$ cat src/rtl/tt_um_ternary_pkg.sv
// Shared constants and types for the ternary MVM datapath and its output serializer.
package tt_um_ternary_pkg;

  localparam int MaxOutLen = 255;
  localparam int BitWidth  = 8;

  // int8 clip bounds as output bytes
  localparam logic [BitWidth-1:0] Int8MaxByte = 8'h7F;
  localparam logic [BitWidth-1:0] Int8MinByte = 8'h80;

  typedef enum logic {
    IDLE = 1'b0,
    SEND = 1'b1
  } ser_state_e;

endpackage

$ cat src/rtl/tt_um_sat8.sv
// Saturates one signed accumulator value to int8 and flags when clipping altered it.
module tt_um_sat8
  import tt_um_ternary_pkg::*;
#(
  parameter int AccWidth = 12
) (
  input  logic signed [AccWidth-1:0] acc,
  output logic        [BitWidth-1:0] data,
  output logic                       clipped
);

  // The value fits in int8 exactly when bits [AccWidth-1:7] are all copies of the sign.
  logic [AccWidth-8:0] upper;
  assign upper = acc[AccWidth-1:7];

  always_comb begin
    clipped = !((&upper) || !(|upper));
    data    = acc[7:0];
    if (clipped) begin
      data = acc[AccWidth-1] ? Int8MinByte : Int8MaxByte;
    end
  end

endmodule

$ cat src/rtl/tt_um_result_serializer.sv
// Captures one multiplier result vector and streams it out as bytes (narrow int8 or wide 16-bit).
module tt_um_result_serializer
  import tt_um_ternary_pkg::*;
#(
  parameter int OutLen   = 8,
  parameter int AccWidth = 12
) (
  input  logic                       clk,
  input  logic                       rst,
  input  logic                       in_valid,
  output logic                       in_ready,
  input  logic [OutLen*AccWidth-1:0] in_vec,
  input  logic                       wide_mode,
  output logic [BitWidth-1:0]        out_data,
  output logic                       out_valid,
  input  logic                       out_ready,
  output logic                       out_last,
  output logic                       sat_flag,
  output ser_state_e                 dbg_state
);

  localparam int IdxW = (OutLen > 1) ? $clog2(OutLen) : 1;
  localparam logic [IdxW-1:0] LastIdx = IdxW'(OutLen - 1);

  if (OutLen < 1 || OutLen > MaxOutLen || AccWidth < 9 || AccWidth > 16) begin : g_bad_param
    $error("tt_um_result_serializer: OutLen or AccWidth out of range");
  end

  // Handshake: a transfer happens on any rising edge where valid && ready are both high.
  // The producer holds data stable while valid && !ready; in_ready depends combinationally on
  // out_ready so a new vector can be taken on the same edge the last byte leaves.

  ser_state_e                 state_q, state_d;
  logic [OutLen*AccWidth-1:0] vec_q, vec_d;
  logic                       wide_q, wide_d;
  logic [IdxW-1:0]            idx_q, idx_d;
  logic                       sel_q, sel_d;

  logic signed [AccWidth-1:0] res [OutLen];
  logic signed [AccWidth-1:0] cur;
  logic signed [15:0]         ext;
  logic [BitWidth-1:0]        sat_data;
  logic                       sat_clip;
  logic                       xfer;
  logic                       capture;

  for (genvar i = 0; i < OutLen; i++) begin : g_unpack
    assign res[i] = vec_q[i*AccWidth +: AccWidth];
  end

  assign cur = res[idx_q];
  assign ext = 16'(cur);

  tt_um_sat8 #(
    .AccWidth(AccWidth)
  ) u_sat8 (
    .acc    (cur),
    .data   (sat_data),
    .clipped(sat_clip)
  );

  always_comb begin
    out_valid = (state_q == SEND);
    out_data  = '0;
    out_last  = 1'b0;
    sat_flag  = 1'b0;
    if (state_q == SEND) begin
      if (wide_q) begin
        out_data = sel_q ? ext[15:8] : ext[7:0];
        out_last = (idx_q == LastIdx) && sel_q;
      end else begin
        out_data = sat_data;
        sat_flag = sat_clip;
        out_last = (idx_q == LastIdx);
      end
    end
  end

  assign xfer      = out_valid && out_ready;
  assign in_ready  = !rst && ((state_q == IDLE) || (xfer && out_last));
  assign capture   = in_valid && in_ready;
  assign dbg_state = state_q;

  always_comb begin
    state_d = state_q;
    vec_d   = vec_q;
    wide_d  = wide_q;
    idx_d   = idx_q;
    sel_d   = sel_q;
    if (capture) begin
      state_d = SEND;
      vec_d   = in_vec;
      wide_d  = wide_mode;
      idx_d   = '0;
      sel_d   = 1'b0;
    end else if (xfer) begin
      if (out_last) begin
        state_d = IDLE;
      end else if (wide_q && !sel_q) begin
        sel_d = 1'b1;
      end else begin
        sel_d = 1'b0;
        idx_d = idx_q + 1'b1;
      end
    end
  end

  always_ff @(posedge clk or posedge rst) begin
    if (rst) begin
      state_q <= IDLE;
      vec_q   <= '0;
      wide_q  <= 1'b0;
      idx_q   <= '0;
      sel_q   <= 1'b0;
    end else begin
      state_q <= state_d;
      vec_q   <= vec_d;
      wide_q  <= wide_d;
      idx_q   <= idx_d;
      sel_q   <= sel_d;
    end
  end

endmodule
$ cat config.mk
export PLATFORM = sky130hd
export DESIGN_NAME = tt_um_result_serializer
export DESIGN_NICKNAME = d
export VERILOG_FILES = /design/src/rtl/tt_um_ternary_pkg.sv /design/src/rtl/tt_um_sat8.sv /design/src/rtl/tt_um_result_serializer.sv
export SDC_FILE = /design/constraint.sdc
export NUM_CORES = 1
export LEC_CHECK = 0
export CORE_UTILIZATION = 30
export CTS_BUF_LIST = sky130_fd_sc_hd__clkbuf_16
export DETAILED_ROUTE_END_ITERATION = 8
export GPL_ROUTABILITY_DRIVEN = 0
export PLACE_DENSITY_LB_ADDON = 0.3
export SLEW_MARGIN = 20
export SYNTH_ARGS = -nofsm -noshare
export SYNTH_HDL_FRONTEND = slang
export SYNTH_SLANG_ARGS = --single-unit
$ cat constraint.sdc
create_clock -name clk -period 3.9 [get_ports clk]
set_clock_uncertainty 0.15 [all_clocks]
set_input_delay 0.78 -clock clk [delete_from_list [all_inputs] [get_ports clk]]
set_output_delay 0.78 -clock clk [all_outputs]
set_load 0.02 [all_outputs]
Word-level counts from Yosys, hierarchy flattened. Cells that the tools add are included.

$add $sub $neg: 1. Order comparisons: 1. Eq/ne operators: 3. Muxes and demuxes: 23. Bitwise operators: 2. Reductions and logical operators: 19.

Operators with widths (count): $mux W8 (5); $bmux W12 S3 (1); $mux W12 (2); $mux W3 (4); $mux W1 (11); $logic_and A1 B1 Y1 (6); $reduce_and A5 Y1 (1); $reduce_or A5 Y1 (1); $ge A4 B4 Y1 const B (1); $logic_not A1 Y1 (4); $not A3 Y4 (1); $reduce_and A2 Y1 (2); $reduce_bool A2 Y1 (2); $add A3 B1 Y3 const B (1); $eq A3 B3 Y1 const B (1); $reduce_and A3 Y1 (1); $logic_or A1 B1 Y1 (2); $ne A2 B1 Y1 const B (1); $ne A2 B2 Y1 const B (1); $not A1 Y1 (1).

Flip-flop bits (word level): 102. Bits of input ports: 101. Output and inout bits: 13. Word-level logic and storage cells: 54.

Depth between registers and ports, before layout.
Word-level depth: 10. Mapped depth: 8. Depth with buffers taken out: 6.

Hierarchy. From an unflattened synthesis, not the netlist that was laid out.

Cells, all modules: 331. Area, all modules: 5008.6 um^2.

By module, submodules not included: tt_um_result_serializer (times used 1, cells each 298, area each 4765.8 um^2, sequential area each 2552.4 um^2); tt_um_sat8 (times used 1, cells each 33, area each 242.7 um^2, sequential area each 0.0 um^2).

Worst setup path before layout. OpenSTA, ideal clock, no wires.

Path kind: flip-flop to output port. From: reg idx_q[0]. To: out out_data[3]. Arrival time: 2163 ps. Data required time: 2970 ps. Path slack: 807 ps. Cell stages (with the launch flop): 8. Buffers on the path: 2. Path through: dfrtp_1 > buf_6 > buf_12 > mux4_2 > mux2i_1 > or4_4 > a211o_1 > a31oi_1.

Cells in the longest elaborated chain, start to end: 10.

Ends and longest elaborated chain: start: declaration (line tt_um_result_serializer.sv:36) `logic [IdxW-1:0] idx_q, idx_d;`; start signal: assignment (line tt_um_result_serializer.sv:119) `idx_q <= idx_d;`; $not A3 Y4 (implied by the code) (*) (line tt_um_result_serializer.sv:51) `assign cur = res[idx_q];`; $bmux W12 S3 (*) (line tt_um_result_serializer.sv:51); $mux W12 (implied by the code) (*) (2 in series) (line tt_um_result_serializer.sv:51); $reduce_or A5 Y1 (line tt_um_sat8.sv:17) `clipped = !((&upper) || !(|upper));`; $logic_not A1 Y1 (line tt_um_sat8.sv:17); $logic_or A1 B1 Y1 (line tt_um_sat8.sv:17); $mux W8 (line tt_um_sat8.sv:19) `if (clipped) begin`; $mux W8 (*) (line tt_um_result_serializer.sv:68) `if (wide_q) begin`; $mux W8 (*) (line tt_um_result_serializer.sv:67) `if (state_q == SEND) begin`; end: declaration (line tt_um_result_serializer.sv:14) `output logic [BitWidth-1:0] out_data,`.

Every way passes the cells marked *; elsewhere a longest branch is shown, timed or not. The select of a mux whose other input is x is not followed.

Worst setup path in the final report.
From: reg idx_q[0]. To: out out_data[6].

Same word-level chain as after synthesis.

==> results.py <==
metrics = {
    "setup_path": {
        "critPathBufInv": 2,
        "crit_chain": "buf_4, mux4_2, mux2i_4, nor2_1, a211o_1, a31oi_1, clkdlybuf4s15_1",
        "crit_fanout": 9,
        "critical_path.slowest_cell": "mux4_2",
        "critPathTopFamily": "multiplexers",
        "cp_slowest_stage_delay_ns": 0.55,
        "worstSetupStartpointType": "flop",
        "worst_ep_required_time_ns": 2.97,
        "crit_type": "reg -> out",
        "cp-end-kind": "output pin",
        "arrival_ns": 2.83,
    },
    "logic_synthesis": {
        "avgSynthCellArea_sq_um": 15.95,
        "syn_area_sq_um": 4785,
        "yosysMostFrequentCell": "dfrtp_1",
        "ys_ff_latch": 102,
        "synth_top_cell_area_share": 0.5335,
        "ys_seq_area_frac": 0.5335,
        "synth_top_area_cell": "dfrtp_1",
        "synth_cell_types": 31,
        "ys_top_cells_by_count": "dfrtp_1 (102), mux2_2 (97), mux2i_1 (17)",
        "ys.flop_type": "dfrtp_1",
        "synth_nets": 403,
        "async_flop_share": 1.000,
        "synth_top_cells_by_area": "dfrtp_1 (53%), mux2_2 (23%), mux4_2 (6.6%)",
        "yosys_warnings": 0,
        "synth_cells": 300,
        "synth-edff-count": 0,
    },
    "floorplanning": {
        "num_rows": 45,
        "coreArea_sq_um": 15370,
        "die_y_um": 128.3,
        "die_w_um": 128.3,
        "start_util": 0.3113,
        "num_io_pins": 114,
        "die_area_sq_um": 16460,
    },
    "routing": {
        "drt_first_pass_iters": 4,
        "wl_met3_um": 681,
        "m1WireLength_um": 5494,
        "drt-total-wl_um": 11190,
        "drt-wirelength-per-cell_um": 17.73,
        "drt_iter0_drc": 133,
        "remaining_drc_errors": 0,
        "drtAntennaViolNets": 0,
        "met2WireLength_um": 4881,
        "num_vias": 2953,
        "routed_via_density": 4.680,
        "top_layer": "met4",
    },
    "placement": {
        "dp_cells": 613,
        "post-dp-hpwl_um": 8200,
        "dp_slack_ns": 0.1651,
        "port_buffers": 113,
    },
    "sta": {
        "fin_crit_sh": 0.9648,
        "fin_setup_tns_ns": 0,
        "worst_slew_pin_slew_ns": 0.9619,
        "hold_viol": 0,
        "layout_min_cycle_time_ns": 3.763,
        "fmax_ghz": 0.2658,
        "rsz0062_at_grt": "no",
        "relSlewSlack": 0.3587,
        "fin_ws_ns": 0.1371,
        "setup_viol": 0,
        "slew_violations": 0,
    },
    "clock_tree": {
        "cts_tree": "yes",
        "cts_buffer_depth": 2,
        "cts_root_buffer": "clkbuf_16",
        "clk_pin_slew_ns": 0.07,
        "cts_sinks": 102,
        "clk_latency_ns": 0.35,
        "cts_max_level": 3,
        "cts-buffers-inserted": 9,
    },
    "job": {
        "drv_cap": 0,
    },
    "global_route": {
        "antenna_found_initial": 0,
        "grt_pass1_vias": 3130,
        "grt_start_max_net_pins": 77,
        "overflow": 0,
        "grt.total_usage": 0.1483,
        "grt_pass1_wl_um": 17810,
    },
    "power_and_ir_drop": {
        "ir_worst_vdd_v": 0.0003921,
        "p_int_mw": 3.447,
        "power_frac_comb": 0.450,
        "p_sw_frac": 0.3404,
        "power.share.sequential": 0.373,
        "pwr-share-clk": 0.177,
        "power_density_nw_per_um2": 808.1,
        "leakagePower_nw": 2.672,
        "switchingPower_mw": 1.779,
        "power_mw": 5.226,
    },
    "final_layout": {
        "layout-drive-gt1-share": 0.3381,
        "instances_no_fill": 631,
        "area_delta_synth_final_pct": 35.17,
        "nets": 518,
        "antennaDiodeCount": 0,
    },
    "worst_hold_path": {
        "hold_path_class": "reg -> reg",
    },
    "status": {
        "status": "finished, final reports clean",
    },
}
worst reg2reg max path, stage by stage, from the launching register on:
cell and delay, ns:
dfrtp_1 0.65, buf_4 0.32, ha_1 0.18, ha_1 0.19
nand3_1 0.15, a21oi_1 0.21, and2_4 0.44, buf_12 0.30
mux2_2 0.38
through the flow:
step | hold slack, ns | cell area (sq um) | util
after floorplan | 0.3220 | 4785 | -
after global placement | 0.3321 | 6146 | 0.3998
after detailed placement | 0.3405 | 6146 | 0.3998
after CTS | 0.3570 | 6457 | 0.4201
after global routing | 0.3673 | 6467 | 0.4208
final | 0.3534 | 6467 | 0.4208
placed cells by master (no fill, tap or decap), types with 2 or more instances in the layout:
cell	synthesis	final
a21oi_1	3	3
a31oi_1	4	4
and3_1	3	3
buf_12	1	2
buf_4	4	7
clkbuf_16	0	9
clkdlybuf4s15_1	0	3
clkdlybuf4s50_1	0	105
clkinv_4	0	2
dfrtp_1	102	101
dlygate4sd2_1	0	4
ha_1	2	2
mux2_2	97	97
mux2i_1	17	17
mux4_1	10	10
mux4_2	14	14
nand2_1	4	4
nand3_1	3	3
nor2_1	4	4
nor3_1	2	2
o21a_1	3	3
state kept, by name, indices dropped and copies added, names as in the netlist:
signal     flops
vec_q         96
wide_q         1
sel_q          1
idx_q          3
dbg_state      1
layer usage:
layer | GRT usage | vias up
li1 | - | 1370
met1 | 0.2064 | 1495
met2 | 0.2169 | 79
met3 | 0.05175 | 9
met4 | 0.04360 | 0
met5 | 0 | -
timing repair:
item                                    CTS  global route
hold buffers                              0             0
gates cloned                              0             0
endpoints found under the setup margin    7             2
setup buffers                             2             0
resized for setup                         7             5
power groups by stage:
| stage | combinational [mW] | sequential, mW | clock [mW] |
|---|---|---|---|
| final | 2.35 | 1.95 | 0.924 |
| after global routing | 2.54 | 2.03 | 1.00 |
| after CTS | 2.38 | 1.95 | 0.959 |
| after detailed placement | 2.44 | 1.98 | 0 |
| after global placement | 2.40 | 1.98 | 0 |
| after floorplan | 1.78 | 1.79 | 0 |
final cells by class:
| class | count | area, sq um |
|---|---|---|
| Clock buffer | 9 | 225.2 |
| Clock inverter | 7 | 80.08 |
| Fill cell | 1406 | 8904 |
| Inverter | 2 | 10.01 |
| Multi-Input combinational cell | 177 | 2102 |
| Sequential cell | 102 | 2554 |
| Tap cell | 211 | 264.0 |
| Timing Repair Buffer | 123 | 1232 |
path summary, 6_finish.rpt:
kind	slack, ns	cells after the start	to	from
max	0.14	7	out_data[6]	idx_q[0]
min	0.35	1	vec_q[76]	vec_q[76]
max reg2reg	0.81	8	vec_q[3]	idx_q[1]
min reg2reg	0.35	1	vec_q[76]	vec_q[76]
max in group asynchronous	1.93	3	vec_q[58]	rst
min in group asynchronous	0.88	2	vec_q[74]	rst
kinds of logic after synthesis:
| logic type | Yosys count | synth area share |
|---|---|---|
| fa+ha+maj | 2 | 0.005229 |
| compound gates | 13 | 0.01752 |
| mux | 139 | 0.3894 |
| flops | 102 | 0.5335 |
| buf+inv | 21 | 0.02772 |
| simple gates | 22 | 0.02484 |
| xor+xnor | 1 | 0.001831 |
No activity file was read; power rests on OpenSTA's default activity.
